<file path="src/rtl/nibble_serial_adder_ctrl_if.sv">
// Handshake and data bundle between a requester and the nibble-serial adder.
//   start_valid/start_ready : operation offer / accept
//   a_in, b_in, cin, op_sub : operands and opcode, sampled on acceptance
//   busy                    : sequencer occupied (RUN or HOLD)
//   res_valid/res_ready     : result offer / consume
//   sum, cout               : registered result and final carry
// master = requester side, slave = sequencer side.
interface nibble_serial_adder_ctrl_if #(
  parameter int WIDTH = 16
);
  logic             start_valid;
  logic             start_ready;
  logic [WIDTH-1:0] a_in;
  logic [WIDTH-1:0] b_in;
  logic             cin;
  logic             op_sub;
  logic             busy;
  logic             res_valid;
  logic             res_ready;
  logic [WIDTH-1:0] sum;
  logic             cout;

  modport master (
    output start_valid, a_in, b_in, cin, op_sub, res_ready,
    input  start_ready, busy, res_valid, sum, cout
  );

  modport slave (
    input  start_valid, a_in, b_in, cin, op_sub, res_ready,
    output start_ready, busy, res_valid, sum, cout
  );
endinterface

</file>
<file path="src/rtl/nibble_serial_adder_ctrl.sv">
// Nibble-serial add/subtract sequencer. One 4-bit ripple slice is reused
// over WIDTH/4 cycles, least significant nibble first, with the carry
// registered between nibbles.
// Ports:
//   clk  - rising-edge clock
//   rst  - asynchronous active-high reset
//   bus  - nibble_serial_adder_ctrl_if.slave (operand/result handshakes)
//
// state | meaning
// IDLE  | ready for a new operation, last result held on sum/cout
// RUN   | one nibble processed per cycle, NIBBLES cycles total
// HOLD  | result presented with res_valid until res_ready
module nibble_serial_adder_ctrl #(
  parameter int WIDTH = 16
) (
  input  logic                       clk,
  input  logic                       rst,
  nibble_serial_adder_ctrl_if.slave  bus
);

  localparam int NIBBLES = WIDTH / 4;
  localparam int CW      = (NIBBLES > 1) ? $clog2(NIBBLES) : 1;

  localparam logic [1:0] IDLE = 2'd0;
  localparam logic [1:0] RUN  = 2'd1;
  localparam logic [1:0] HOLD = 2'd2;

  logic [1:0]       state;
  logic [WIDTH-1:0] a_reg;
  logic [WIDTH-1:0] b_reg;
  logic [WIDTH-1:0] shreg;
  logic [WIDTH-1:0] sum_reg;
  logic             carry;
  logic             cout_reg;
  logic [CW-1:0]    cnt;

  logic [4:0]       slice;
  logic [WIDTH-1:0] shreg_nxt;
  logic             last_nib;

  // Shared 4-bit slice; bit 4 is the nibble carry-out.
  assign slice     = {1'b0, a_reg[3:0]} + {1'b0, b_reg[3:0]} + {4'b0000, carry};
  // Results enter at the top so after NIBBLES shifts nibble 0 sits at the bottom.
  assign shreg_nxt = {slice[3:0], shreg[WIDTH-1:4]};
  assign last_nib  = (cnt == CW'(NIBBLES - 1));

  always_ff @(posedge clk or posedge rst) begin
    if (rst) begin
      state    <= IDLE;
      a_reg    <= '0;
      b_reg    <= '0;
      shreg    <= '0;
      sum_reg  <= '0;
      carry    <= 1'b0;
      cout_reg <= 1'b0;
      cnt      <= '0;
    end else begin
      case (state)
        IDLE: begin
          if (bus.start_valid) begin
            a_reg <= bus.a_in;
            // Subtract is A + ~B + 1, so the incoming carry is forced to 1.
            b_reg <= bus.op_sub ? ~bus.b_in : bus.b_in;
            carry <= bus.op_sub | bus.cin;
            cnt   <= '0;
            state <= RUN;
          end
        end
        RUN: begin
          a_reg <= a_reg >> 4;
          b_reg <= b_reg >> 4;
          carry <= slice[4];
          shreg <= shreg_nxt;
          cnt   <= cnt + CW'(1);
          if (last_nib) begin
            sum_reg  <= shreg_nxt;
            cout_reg <= slice[4];
            state    <= HOLD;
          end
        end
        HOLD: begin
          if (bus.res_ready) begin
            state <= IDLE;
          end
        end
        default: begin
          state <= IDLE;
        end
      endcase
    end
  end

  // Handshake outputs are pure state decodes.
  assign bus.start_ready = (state == IDLE);
  assign bus.busy        = (state == RUN) || (state == HOLD);
  assign bus.res_valid   = (state == HOLD);
  assign bus.sum         = sum_reg;
  assign bus.cout        = cout_reg;

endmodule
</file>
<file path="src/flat_wrapper.sv">
// flat-port wrapper written by rule: the top's interface ports become plain ports
module nibble_serial_adder_ctrl_flat 
#(
  parameter int WIDTH = 16
)
  (clk, rst, bus_start_valid, bus_a_in, bus_b_in, bus_cin, bus_op_sub, bus_res_ready, bus_start_ready, bus_busy, bus_res_valid, bus_sum, bus_cout);
  nibble_serial_adder_ctrl_if #(.WIDTH(WIDTH)) bus_i ();
  input  logic clk;
  input  logic rst;
  input wire logic [$bits(bus_i.start_valid)-1:0] bus_start_valid;
  input wire logic [$bits(bus_i.a_in)-1:0] bus_a_in;
  input wire logic [$bits(bus_i.b_in)-1:0] bus_b_in;
  input wire logic [$bits(bus_i.cin)-1:0] bus_cin;
  input wire logic [$bits(bus_i.op_sub)-1:0] bus_op_sub;
  input wire logic [$bits(bus_i.res_ready)-1:0] bus_res_ready;
  output wire logic [$bits(bus_i.start_ready)-1:0] bus_start_ready;
  output wire logic [$bits(bus_i.busy)-1:0] bus_busy;
  output wire logic [$bits(bus_i.res_valid)-1:0] bus_res_valid;
  output wire logic [$bits(bus_i.sum)-1:0] bus_sum;
  output wire logic [$bits(bus_i.cout)-1:0] bus_cout;
  assign bus_i.start_valid = bus_start_valid;
  assign bus_i.a_in = bus_a_in;
  assign bus_i.b_in = bus_b_in;
  assign bus_i.cin = bus_cin;
  assign bus_i.op_sub = bus_op_sub;
  assign bus_i.res_ready = bus_res_ready;
  assign bus_start_ready = bus_i.start_ready;
  assign bus_busy = bus_i.busy;
  assign bus_res_valid = bus_i.res_valid;
  assign bus_sum = bus_i.sum;
  assign bus_cout = bus_i.cout;
  nibble_serial_adder_ctrl #(.WIDTH(WIDTH)) u_core (.clk(clk), .rst(rst), .bus(bus_i));
endmodule
</file>
<file path="config.mk">
export PLATFORM = sky130hd
export DESIGN_NAME = nibble_serial_adder_ctrl_flat
export DESIGN_NICKNAME = d
export VERILOG_FILES = /design/src/rtl/nibble_serial_adder_ctrl_if.sv /design/src/rtl/nibble_serial_adder_ctrl.sv /design/src/flat_wrapper.sv
export SDC_FILE = /design/constraint.sdc
export NUM_CORES = 1
export LEC_CHECK = 0
export BUFFER_PORTS_ARGS = -buffer_cell sky130_fd_sc_hd__buf_2
export CORE_MARGIN = 10
export CORE_UTILIZATION = 45
export DETAILED_ROUTE_END_ITERATION = 8
export MAX_ROUTING_LAYER = met4
export PLACE_DENSITY = 0.73
export SKIP_LAST_GASP = 1
export SLEW_MARGIN = 20
export SYNTH_ARGS = -nofsm -noshare
export SYNTH_HDL_FRONTEND = slang
export SYNTH_SLANG_ARGS = --single-unit
</file>
<file path="constraint.sdc">
create_clock -name clk -period 3.2 [get_ports clk]
set_input_delay 0.32 -clock clk [delete_from_list [all_inputs] [get_ports clk]]
set_output_delay 0.32 -clock clk [all_outputs]
set_load 0.05 [all_outputs]
</file>
==> out/results.ini <==
[drt]
dr_wl_met3_um=398
route.met2.wl_um=3570
wl_met1_um=3180
vias=2466
via_per_inst=5.49
ant_nets=0
first_pass_iters=4
drcViolationCount=0
top_layer_used=met4
dr.first_iter.drc_count=133
routed_wl_um=7290
wl_per_cell_um=16.2

[synthesis]
ys_seq_area_share_pct=49.3
yosys.area.top_type_share_pct=49.3
synth.net_count=342
synth-seq-cells=66
synth_cells=295
synth_largest_area_cell=dfrtp_1
avgSynthCellArea_um2=11.4
ys_warn_count=0
ys_types=40
synth_area_leaders=dfrtp_1, mux2_2, xor2_1
syn-cell-area_mm2=0.00335

[floorplan]
die_x_um=106
coreArea_mm2=0.00725
num_rows=31
die_h_um=106
ios=58
start_util_pct=46.2
die_area_mm2=0.0113

[place]
io_buffers=57
placed_cell_area_mm2=0.00367
dp_hpwl_um=5180
routabilityCongestion=0.775
dp_cells=433
pre_cts_ws_ns=1.02

[setup_path]
crit_buf_inv=2
path_cells=inv_1 > ha_1 > nand2_1 > buf_4 > or4b_2 > o211ai_1
path_delay_family=simple AND/OR/NAND/NOR gates
rr_endpoint=u_core.bus.sum[15]
cpMaxStageDelayCell=or4b_2
path_class=register to register
cp-start-kind=register
r2r_start=u_core.state[1]
end_kind=register
crit_fanout=20
cp.arrival_ns=2.47
slowest_delay_ns=0.63
cp_data_required_time_ns=3.46
reg2reg_depth=6
r2r_setup_slack_ns=1.0

[timing]
finalSetupViolCount=0
clock_skew_ns=0.00805
hold_violations=0
rsz0062_at_grt=false
period_minus_slack_ns=2.20
slew_headroom_pct=45.9
drv_slew=0
finalSetupTns_ns=0
fin_ws_ns=0.996
max_freq_mhz=454
worst_pin_slew_ns=0.810
timing.final.crit_share_pct=68.9

[grt]
grtUsageTotal_pct=14.0
grt_max_degree=48
grt_pass1_vias=2599
grt_pass1_wl_um=12600
antenna_found_initial=0
grt_overflow=0

[worst_hold_path]
hp-class=input pin to async pin

[clock_network]
cts_post_setup_buffers_inserted=0
ctsHoldBuffers=0
ctsHtreeMaxLevel=3
clkSlewWorstSetupHoldPaths_ns=0.07
numCtsBuffers=9
root_buffer=clkbuf_8
cts_tree=done
clock_latency_ns=0.35
postCtsResizedCells=0
cts_sinks=66
clock_path_buffers=2

[power_and_ir_drop]
peakVddDrop_uv=591
power.density_mw_per_mm2=1130
leakage_nw=1.82

[layout]
diodes=0
fin_area_mm2=0.00392
syn2layout_area_growth_pct=17.1
final_nets=392
layout.cells.non_filler=449
drive_above_1_share_pct=34.3

[run_status]
status=finished, final reports clean

[job]
cap_viol_max_count=0

==> power by group <==
| part | total, mW | internal (mW) | leakage, nW | switching [mW] |
|---|---|---|---|---|
| logic | 2.09 | 0.854 | 0.870 | 1.23 |
| clock network | 0.865 | 0.541 | 0.127 | 0.324 |
| registers | 1.48 | 1.22 | 0.819 | 0.261 |
==> logic make-up (layout without fill, tap and decap cells) <==
family,after synthesis,after routing,share of synthesized area [%]
adder cells (fa/ha/maj),9,9,3.81
multiplexers,25,25,8.40
XOR/XNOR,17,17,4.45
buffers and inverters,33,88,4.97
AO/OA/AOI/OAI,80,80,18.0
flip-flops,66,66,49.3
AND/OR/NAND/NOR,65,65,11.1
==> cell type report <==
cell class                      instances  area, µm²
Clock buffer                           10        138
Clock inverter                          6        113
Fill cell                             646       3330
Inverter                                9       35.0
Multi-Input combinational cell        196       1530
Sequential cell                        66       1650
Tap cell                               99        124
Timing Repair Buffer                   63        330
==> per-layer routing <==
metal  global-route usage [%]  vias to the layer above
li1                         -                     1182
met1                     15.8                     1217
met2                     22.5                       56
met3                     4.35                       11
met4                     6.00                        0
met5                        -                        -
==> metrics by stage <==
| stage | utilization (%) | hold slack, ns | total power, mW |
|---|---|---|---|
| 2_1_floorplan | - | 0.460 | 3.16 |
| 3_3_place_gp | 50.6 | 0.472 | 3.49 |
| 3_5_place_dp | 50.6 | 0.467 | 3.59 |
| 4_1_cts | 54.1 | 0.237 | 4.46 |
| 5_1_grt | 54.1 | 0.165 | 4.75 |
| 6_report | 54.1 | 0.0980 | 4.43 |
==> layout by cell type (no fill, tap or decap), types with 2 or more instances in the layout <==
master,netlist,final
xor2_1,16,16
nor4bb_1,2,2
buf_2,10,57
o22a_1,11,11
inv_1,9,8
and3_1,4,4
o21ai_0,16,16
or2_2,2,2
o221a_2,11,11
nor2b_1,2,2
nor2_1,4,4
a221o_1,12,12
dfrtp_1,66,66
nand3_1,13,13
a31oi_1,2,2
fa_1,2,2
nand2_1,14,14
clkbuf_8,0,10
a221oi_1,2,2
a21oi_1,19,19
buf_4,2,6
nand2b_1,17,17
ha_1,7,7
clkinv_2,0,2
mux2_2,25,25
bufinv_16,0,3
==> worst max path at each step <==
stage,slack [ns],to,cells after the start,from
3_5_place_dp,1.02,u_core.bus.sum[15],6,u_core.state[1]
2_1_floorplan,1.08,u_core.a_reg[0],9,u_core.state[0]
3_3_place_gp,1.07,u_core.bus.sum[15],6,u_core.state[1]
5_1_grt,0.79,u_core.bus.sum[15],6,u_core.state[1]
6_report,1.0,u_core.bus.sum[15],6,u_core.state[1]
4_1_cts,1.01,u_core.bus.sum[15],6,u_core.state[1]
==> synthesized netlist by cell type <==
library cell / count
dfrtp_1: 66
mux2_2: 25
a21oi_1: 19
nand2b_1: 17
o21ai_0: 16
xor2_1: 16
nand2_1: 14
nand3_1: 13
a221o_1: 12
o221a_2: 11
o22a_1: 11
buf_2: 10
clkbuf_1: 9
inv_1: 9
ha_1: 7
and3_1: 4
nor2_1: 4
buf_6: 3
a221oi_1: 2
a31oi_1: 2
buf_4: 2
fa_1: 2
nor2b_1: 2
nor4bb_1: 2
or2_2: 2
a211oi_1: 1
a22o_1: 1
a311oi_1: 1
and2_4: 1
and4b_1: 1
nand3b_1: 1
nand4_1: 1
nand4b_1: 1
nand4bb_1: 1
o211ai_1: 1
o22ai_1: 1
o2bb2ai_1: 1
o311ai_0: 1
or4b_2: 1
xnor2_1: 1
Note: power is estimated with default switching activity, not from simulation.
